===== src/rtl/arb_pkg.sv =====
// Shared constants and types for the 8-way round-robin arbiter.
// ARB_MAX_HOLD is the default forced-release limit used under ARB_TIMEOUT_EN.
package arb_pkg;

  localparam int N_REQ        = 8;
  localparam int ID_W         = 3;
  localparam int ARB_MAX_HOLD = 16;

  typedef enum logic {
    ARB_IDLE,
    ARB_GRANT
  } arb_state_t;

endpackage


===== src/rtl/rr_pick_next.sv =====
// Combinational round-robin pick: rotate req by ptr,
// take the lowest set bit, then map back to a requester index.
module rr_pick_next
  import arb_pkg::*;
(
  input  logic [N_REQ-1:0] req,
  input  logic [ID_W-1:0]  ptr,
  output logic             any,
  output logic [ID_W-1:0]  win_id,
  output logic [N_REQ-1:0] win_onehot
);

  logic [2*N_REQ-1:0] dbl;
  logic [N_REQ-1:0]   rot;
  logic [ID_W-1:0]    off;

  assign dbl = {req, req} >> ptr;
  assign rot = dbl[N_REQ-1:0];

  // Scan downward so the lowest set bit wins.
  always_comb begin
    off = '0;
    for (int i = N_REQ - 1; i >= 0; i--) begin
      if (rot[i]) off = ID_W'(i);
    end
  end

  assign any        = |req;
  assign win_id     = ptr + off;
  assign win_onehot = any ? (N_REQ'(1) << win_id) : '0;

endmodule


===== config.mk =====
export PLATFORM = sky130hd
export DESIGN_NAME = rr_pick_next
export DESIGN_NICKNAME = d
export VERILOG_FILES = /design/src/rtl/arb_pkg.sv /design/src/rtl/rr_pick_next.sv
export SDC_FILE = /design/constraint.sdc
export NUM_CORES = 1
export LEC_CHECK = 0
export BUFFER_PORTS_ARGS = -buffer_cell sky130_fd_sc_hd__buf_2
export CORE_MARGIN = 3
export CORE_UTILIZATION = 56
export DETAILED_ROUTE_END_ITERATION = 16
export PLACE_DENSITY_LB_ADDON = 0.25
export RECOVER_POWER = 25
export SYNTH_ARGS = -nofsm -noshare
export SYNTH_HDL_FRONTEND = slang
export SYNTH_SLANG_ARGS = --single-unit

===== constraint.sdc =====
create_clock -name vclk -period 4.4
set_input_delay 0.88 -clock vclk [all_inputs]
set_output_delay 0.88 -clock vclk [all_outputs]
set_load 0.02 [all_outputs]

==> results of run 1 <==
[stage by stage]
stage	cell area, um^2	TNS [ns]	setup WS [ns]
detailed placement	1120	-1.87	-0.243
global placement	1120	-0.283	-0.0600
floorplan	921	-0.0813	-0.0406
[synthesized netlist by cell type (3+ instances only)]
master / instances / area share
nor3_1: 6 / 0.038
inv_1: 3 / 0.014
and2_1: 3 / 0.024
mux4_2: 6 / 0.17
nor2_1: 10 / 0.047
mux4_1: 6 / 0.20
mux2i_1: 8 / 0.10
a21oi_1: 3 / 0.019
[cells by family after synthesis]
logic type | count (synthesis) | synth area share
and+or+nand+nor | 35 | 0.246
buffers and inverters | 9 | 0.0643
muxes | 23 | 0.514
adders and majority gates | 2 | 0.0408
AOI/OAI and AO/OA | 11 | 0.103
xor gates and xnor gates | 2 | 0.0314
==> reports/qor.csv, run 1 <==
stage,metric,value,unit
status,outcome,stopped before the end,
status,stop_stage,clock tree synthesis,
status,first-error,"[ERROR DPL-0038] Utilization greater than 100%, impossible to legalize",
floorplan,die_h,43.8,um
yosys,synth_nets,95,
yosys,ys_seq_area_frac,0,
yosys,syn_area,798,um^2
floorplan,die_w,43.8,um
floorplan,boundaryPins,23,
yosys,synth_warnings,0,
place,portBuffers,23,
yosys,synth.distinct_cells,34,
clock_network,cts-resized-gates,29,
yosys,postSynthCellCount,82,
clock_network,hold_buffers,0,
place,globalplace.congestion,0.941,
clock_network,cts_setup_buffers,2,
yosys,syn_area_per_cell,9.73,um^2
place,numPlacedInstances,130,
floorplan,start_util,0.656,
place,hpwl,2130,um
floorplan,num_rows,12,
==> run 2: changes to the inputs <==
CORE_AREA = 3 3 64 66   (was default)
CORE_MARGIN = default   (was 3)
CORE_UTILIZATION = default   (was 56)
DIE_AREA = 0 0 67 69   (was default)
PLACE_DENSITY_LB_ADDON = 0.15   (was 0.25)
==> run 2 against run 1 <==
The run now ends clean; synthesized cell count unchanged; synthesized area unchanged.
==> reports/qor.csv, run 2 <==
stage,metric,value,unit
global_routing,grt_usage,0.0971,
cells_and_area,final_common_cell,buf_4,
place,numPlacedInstances,166,
yosys,synthTopCellsByCount,"nor2_1 (10), mux2i_1 (8), mux4_1 (6), mux4_2 (6), nor3_1 (6)",
floorplan,boundaryPins,23,
yosys,syn_area_per_cell,9.73,um^2
critical_path,path_buf_inv,5,
place,portBuffers,23,
yosys,ys_seq_area_frac,0,
critical_path,critPathMaxFanout,8,
floorplan,die_area,4620,um^2
timing,post-route-min-period,4.34,ns
cells_and_area,fin_nets,138,
drt,vias,850,
drt,avgViaCountPerCell,4.97,
critical_path,required,3.52,ns
yosys,syn_area,798,um^2
flow_run,maxCapViolations,0,
critical_path,endpoint_kind,output port,
critical_path,cp_slowest_stage_delay,0.51,ns
yosys,postSynthCellCount,82,
timing,timing_hold_violations_final,0,
yosys,synth_top_cell_area_share,0.197,
timing,fmax,230,MHz
drt,wl,2410,um
cells_and_area,drive_above_1_share,0.675,
floorplan,die_w,67,um
cells_and_area,register_area,0,um^2
power,vdd_ir_drop_max,48.2,uV
floorplan,coreArea,3630,um^2
drt,wl_per_cell,14.1,um
timing,relSlewSlack,0.722,
yosys,synth.distinct_cells,34,
cells_and_area,n_antenna_cell,0,
timing,setup_viol,0,
cells_and_area,most-common-layout-cells,"buf_4 (32), nor2_1 (9), mux4_2 (7)",
floorplan,die_h,69,um
cells_and_area,area_growth,71.2,%
hold_path,hold_path.class,input pin to output port,
drt,drtPass1Iterations,4,
drt,ant_nets,0,
yosys,synth_area_leaders,"mux4_1 (20%), mux4_2 (17%), mux2i_1 (10%)",
clock_network,hold_buffers,0,
global_routing,grt_pass1_wl,3770,um
yosys,yosys.area.top_type,mux4_1,
critical_path,critPathTopFamily,multiplexers,
critical_path,critPathSlowestCell,mux4_2,
critical_path,path_class,input pin to output port,
yosys,synth_nets,95,
drt,drc_errors,0,
global_routing,antenna_found_initial,0,
cells_and_area,n_clock_buffer,0,
timing,rsz0062_at_grt,yes,
yosys,synth_warnings,0,
status,outcome,completed,
timing,slew_viol_final,0,
floorplan,num_rows,22,
power,power_density,185,nW/um^2
cells_and_area,seq_cells,0,
yosys,yosysMostFrequentCell,nor2_1,
global_routing,grt_start_max_net_pins,16,
critical_path,crit_path_cell_trace,"buf_12, buf_4, buf_4, inv_2, mux4_2, mux2_4, a21oi_2, or2_4, fa_2, xor2_4, xnor2_4, nor4b_4, buf_4",
critical_path,start_kind,input pin,
critical_path,crit_arrival,3.46,ns
global_routing,first_global_vias,791,
power,total_power,253,uW
critical_path,cpMostUsedCell,buf_4,
global_routing,gr-total-overflow,0,
cells_and_area,final_cells,171,
floorplan,start_util,0.220,
timing,post-route-period-util,0.987,
place,hpwl,1930,um
drt,first_iter_violations,30,
timing,worst_slew_pin_slew,0.417,ns
place,globalplace.congestion,0.810,
power,p_leak,0.000585,uW
[run 2: cell counts after synthesis]
Identical to the previous run, type by type.
[run 2: worst min-delay path: cells and delay by family]
family                   cells  cell delay [ns]
adder cells (fa/ha/maj)      1             0.41
buffers and inverters        2             0.38
[run 2: cells by family (layout without fill, tap and decap cells)]
logic type	after synthesis	count (layout)	synth area share
and+or+nand+nor	35	35	0.246
muxes	23	23	0.514
AOI/OAI and AO/OA	11	11	0.103
buffers and inverters	9	50	0.0643
adders and majority gates	2	2	0.0408
xor gates and xnor gates	2	2	0.0314
[run 2: layout make-up]
type	instances	area (um^2)
repair buffers	46	380
inverters	4	15.0
fillers	359	2270
multi-input cells	73	911
well taps	48	60.1
[run 2: per-stage QoR]
step / hold slack, ns / cell area, um^2 / setup WS, ns / TNS [ns] / utilization
2_1_floorplan: 2.08 / 921 / -0.0406 / -0.0813 / -
3_3_place_gp: 2.54 / 1180 / -0.131 / -0.571 / 0.325
3_5_place_dp: 2.55 / 1180 / -0.199 / -0.914 / 0.325
4_1_cts: 2.52 / 1240 / -0.00915 / -0.0165 / 0.343
5_1_grt: 2.59 / 1370 / -0.0875 / -0.432 / 0.376
6_report: 2.56 / 1370 / 0.0551 / 0 / 0.376
[run 2: where the power goes]
group	switching, uW	internal (uW)	leakage (uW)
Sequential	0	0	0
Combinational	124	129	0.000585
Clock	0	0	0
Total	124	129	0.000585
[run 2: what timing repair did]
action | CTS | global route
endpoints found under the setup margin | 9 | 9
resized for setup | 16 | 27
buffers inserted | 2 | 2
pin swaps | 2 | 4
gates cloned | 0 | 1
[run 2: path summary, 6_finish.rpt]
check	cells past startpoint	from	endpoint
setup / recovery	13	ptr[1]	win_onehot[4]
hold / removal	3	ptr[0]	win_id[0]
[run 2: layer usage]
layer | part of all wire | up-vias | global-route usage
met1 | 0.44 | 412 | 0.132
met3 | 0.056 | 0 | 0.00163
met5 | 0 | - | 0
li1 | - | 408 | -
met2 | 0.51 | 30 | 0.179
met4 | 0 | 0 | 0
Power figures use the tool's default switching activity.
==> run 3: changes to the inputs <==
BUFFER_PORTS_ARGS = -buffer_cell sky130_fd_sc_hd__buf_4   (was -buffer_cell sky130_fd_sc_hd__buf_2)
clock period = 4.72 ns   (was 4.4 ns; I/O delays follow)
==> run 3 against run 2 <==
Core utilization is 7.1 points lower; combinational power shrank 27%; die area unchanged; non-clock buffer count down 16; critical path depth up 1; cell count shrank 9.4%; sequential share of layout area stayed put; sequential cell count is the same; via count decreased by 11%; wire length fell by 13%.
==> reports/qor.csv, run 3 (synthesis results as in run 2) <==
stage,metric,value,unit
power,power_density,167,nW/um^2
hold_path,min_from,ptr[0],
power,total_power,185,uW
drt,ant_nets,0,
power,vdd_ir_drop_max,49.1,uV
drt,wl,2090,um
critical_path,start_kind,input pin,
status,outcome,completed,
drt,drtPass1Iterations,2,
cells_and_area,final_cells,155,
critical_path,cp_slowest_stage_delay,0.45,ns
cells_and_area,register_area,0,um^2
critical_path,critPathSlowestCell,mux4_2,
timing,post-route-period-util,0.961,
clock_network,hold_buffers,0,
global_routing,antenna_found_initial,0,
drt,wl_per_cell,13.5,um
critical_path,cp-startpoint,ptr[1],
place,numPlacedInstances,154,
drt,vias,755,
floorplan,die_w,67,um
timing,setup_viol,0,
critical_path,crit_arrival,3.59,ns
floorplan,die_area,4620,um^2
cells_and_area,drive_above_1_share,0.505,
floorplan,num_rows,22,
place,hpwl,1730,um
timing,timing_hold_violations_final,0,
timing,holdWs,2.61,ns
timing,relSlewSlack,0.789,
cells_and_area,final_common_cell,buf_4,
global_routing,grt_pass1_wl,3490,um
critical_path,required,3.78,ns
timing,worst_slew_pin_slew,0.307,ns
timing,slew_viol_final,0,
hold_path,hold_path.class,input pin to output port,
global_routing,gr-total-overflow,0,
cells_and_area,fin_nets,122,
floorplan,coreArea,3630,um^2
timing,post-route-min-period,4.54,ns
floorplan,boundaryPins,23,
critical_path,critPathMaxFanout,13,
drt,avgViaCountPerCell,4.87,
drt,drc_errors,0,
cells_and_area,most-common-layout-cells,"buf_4 (24), nor2_1 (9), mux4_2 (8)",
cells_and_area,seq_cells,0,
cells_and_area,area_growth,38.9,%
global_routing,grt_start_max_net_pins,16,
global_routing,grt_usage,0.0895,
critical_path,endpoint_kind,output port,
drt,first_iter_violations,9,
floorplan,start_util,0.220,
cells_and_area,n_antenna_cell,0,
critical_path,crit_path_cell_trace,"buf_6, and2_1, o21a_1, mux4_2, a211o_1, o21ai_0, nand2_1, ha_1, inv_1, fa_2, xor2_2, xnor2_2, nor4b_2, buf_4",
place,portBuffers,23,
power,p_leak,0.000449,uW
critical_path,path_class,input pin to output port,
cells_and_area,finalCoreUtilization,0.305,
place,globalplace.congestion,0.735,
flow_run,maxCapViolations,0,
timing,fmax,220,MHz
floorplan,die_h,69,um
global_routing,first_global_vias,725,
cells_and_area,n_clock_buffer,0,
run 3: cell count changes in the layout (fill, tap and decap cells not counted), sizes merged:
| cell | previous run | this run |
|---|---|---|
| buf | 43 | 28 |
| clkbuf | 3 | 2 |
run 3: final cells by class:
| cell class | instances | area, um^2 |
|---|---|---|
| Fill cell | 398 | 2520 |
| Inverter | 4 | 15.0 |
| Multi-Input combinational cell | 73 | 792 |
| Tap cell | 48 | 60.1 |
| Timing Repair Buffer | 30 | 241 |
run 3: where the power goes:
group	leakage, uW	internal [uW]	switching (uW)
sequential	0	0	0
clock	0	0	0
combinational	0.000449	89.7	95.3
run 3: critical path: cells and delay by family:
family	cells	cell delay, ns
simple gates	3	0.52
compound gates	3	0.52
mux	1	0.45
xor+xnor	2	0.39
buf+inv	3	0.38
fa+ha+maj	2	0.38
run 3: final timing paths:
path	end	slack, ns	cells after the start
min	win_onehot[2]	2.61	4
max	win_onehot[4]	0.18	14
run 3: through the flow:
step / worst slack [ns] / area, um^2 / setup TNS (ns)
detailed placement: -0.000395 / 1070 / -0.000395
global placement: 0.0835 / 1070 / 0
floorplan: -0.119 / 816 / -0.368
finish: 0.184 / 1110 / 0
CTS: 0.0220 / 1070 / 0
global route: -0.00369 / 1110 / -0.00369
run 3: timing repair:
action | in CTS | in global routing
resized for setup | 0 | 14
setup endpoints to repair | 1 | 8
buffers inserted | 0 | 1
pin swaps | 1 | 1
run 3: routing by layer:
layer  GRT usage  share of wire
met2       0.135           0.44
met5           0              0
met4           0              0
met1       0.149           0.51
met3     0.00163          0.050
==> run 4: changes to the inputs <==
CELL_PAD_IN_SITES_DETAIL_PLACEMENT = 1   (was default)
CELL_PAD_IN_SITES_GLOBAL_PLACEMENT = 2   (was default)
==> run 4 against run 3 <==
Fmax is 0.71% lower; critical endpoint is now win_onehot[0]; setup slack got worse by 0.032 ns; first-iteration DRC count rose to 3.0 times the previous value; die area unchanged; combinational power rose by 20%; largest power group unchanged.
==> reports/qor.csv, run 4 (synthesis results as in run 2) <==
stage,metric,value,unit
drt,vias,835,
floorplan,num_rows,22,
global_routing,antenna_found_initial,0,
critical_path,required,3.78,ns
cells_and_area,fill_cells,437,
power,total_power,222,uW
place,hpwl,2020,um
hold_path,whs_path_depth,3,
floorplan,die_w,67,um
clock_network,hold_buffers,0,
floorplan,boundaryPins,23,
drt,first_iter_violations,27,
place,globalplace.congestion,0.738,
cells_and_area,register_area,0,um^2
floorplan,start_util,0.220,
hold_path,min_from,ptr[0],
cells_and_area,n_clock_buffer,0,
timing,slew_viol_final,0,
critical_path,path_class,input pin to output port,
drt,drtPass1Iterations,4,
global_routing,grt_pass1_wl,4260,um
cells_and_area,fin_nets,132,
global_routing,gr-total-overflow,0,
timing,post-route-period-util,0.968,
power,vdd_ir_drop_max,57.8,uV
global_routing,first_global_vias,807,
critical_path,critPathMaxFanout,7,
floorplan,die_h,69,um
cells_and_area,seq_cells,0,
floorplan,coreArea,3630,um^2
cells_and_area,final_common_cell,buf_4,
power,p_leak,0.000546,uW
hold_path,hold_path.class,input pin to output port,
critical_path,crit_arrival,3.62,ns
timing,worst_slew_pin_slew,0.350,ns
status,outcome,completed,
drt,ant_nets,0,
critical_path,start_kind,input pin,
timing,post-route-min-period,4.57,ns
power,power_density,171,nW/um^2
cells_and_area,drive_above_1_share,0.615,
timing,holdWs,2.63,ns
cells_and_area,area_growth,63.0,%
timing,relSlewSlack,0.760,
global_routing,grt_start_max_net_pins,16,
cells_and_area,multiInputGateArea,847,um^2
drt,wl,2720,um
cells_and_area,n_antenna_cell,0,
floorplan,die_area,4620,um^2
place,portBuffers,23,
global_routing,grt_usage,0.112,
cells_and_area,most-common-layout-cells,"buf_4 (31), nor2_1 (9), mux4_2 (8)",
timing,timing_hold_violations_final,0,
hold_path,min_to,win_id[0],
drt,wl_per_cell,16.5,um
timing,fmax,219,MHz
drt,drc_errors,0,
flow_run,maxCapViolations,0,
timing,setup_viol,0,
drt,avgViaCountPerCell,5.06,
critical_path,endpoint_kind,output port,
-- run 4: how the worst max path moves through the flow --
stage | from | end | slack (ns) | depth (start not counted)
after global routing | req[5] | win_onehot[0] | -0.02 | 15
after detailed placement | ptr[1] | win_onehot[4] | -0.08 | 11
after CTS | ptr[2] | win_onehot[6] | 0.01 | 11
after global placement | ptr[1] | win_onehot[2] | 0.006 | 12
after floorplan | ptr[1] | win_onehot[0] | -0.12 | 14
final | req[6] | win_onehot[0] | 0.15 | 12
-- run 4: area by class of cell --
cell class                 count  share of cell area
multi-input combinational     73               0.651
tap                           48              0.0462
inverter                       4              0.0115
timing repair buffer          40               0.291
-- run 4: timing repair --
item	in CTS	in global routing
buffers inserted	1	4
gates resized for setup	5	28
setup endpoints to repair	6	8
cloned	0	2
pin swaps	1	5
-- run 4: metrics by stage --
| step | std cells | util | instance area (um^2) | setup WS, ns | setup TNS, ns |
|---|---|---|---|---|---|
| after floorplan | 82 | - | 816 | -0.119 | -0.368 |
| after global placement | 158 | 0.299 | 1090 | 0.00582 | 0 |
| after detailed placement | 158 | 0.299 | 1090 | -0.0798 | -0.373 |
| after CTS | 159 | 0.306 | 1110 | 0.0148 | 0 |
| after global routing | 165 | 0.358 | 1300 | -0.0185 | -0.0314 |
| final | 165 | 0.358 | 1300 | 0.151 | 0 |
-- run 4: metal layers --
metal	up-vias	part of all wire	wire, um	GRT usage
li1	397	-	-	-
met1	423	0.48	1320	0.185
met2	15	0.49	1340	0.170
met3	0	0.020	54	0
met4	0	0	0	0
met5	-	0	0	0
-- run 4: power by group --
| part | internal (uW) | switching, uW | leakage (uW) | total [uW] |
|---|---|---|---|---|
| combinational | 112 | 110 | 0.000546 | 222 |
| clock | 0 | 0 | 0 | 0 |
| sequential | 0 | 0 | 0 | 0 |
-- run 4: worst max-delay path: stages --
cell,delay (ns)
buf_4,0.14
mux4_2,0.47
nand2b_1,0.17
a211oi_2,0.23
a31oi_1,0.07
nand2_1,0.09
ha_2,0.16
inv_2,0.04
fa_2,0.65
inv_1,0.17
nor4_2,0.30
buf_4,0.19
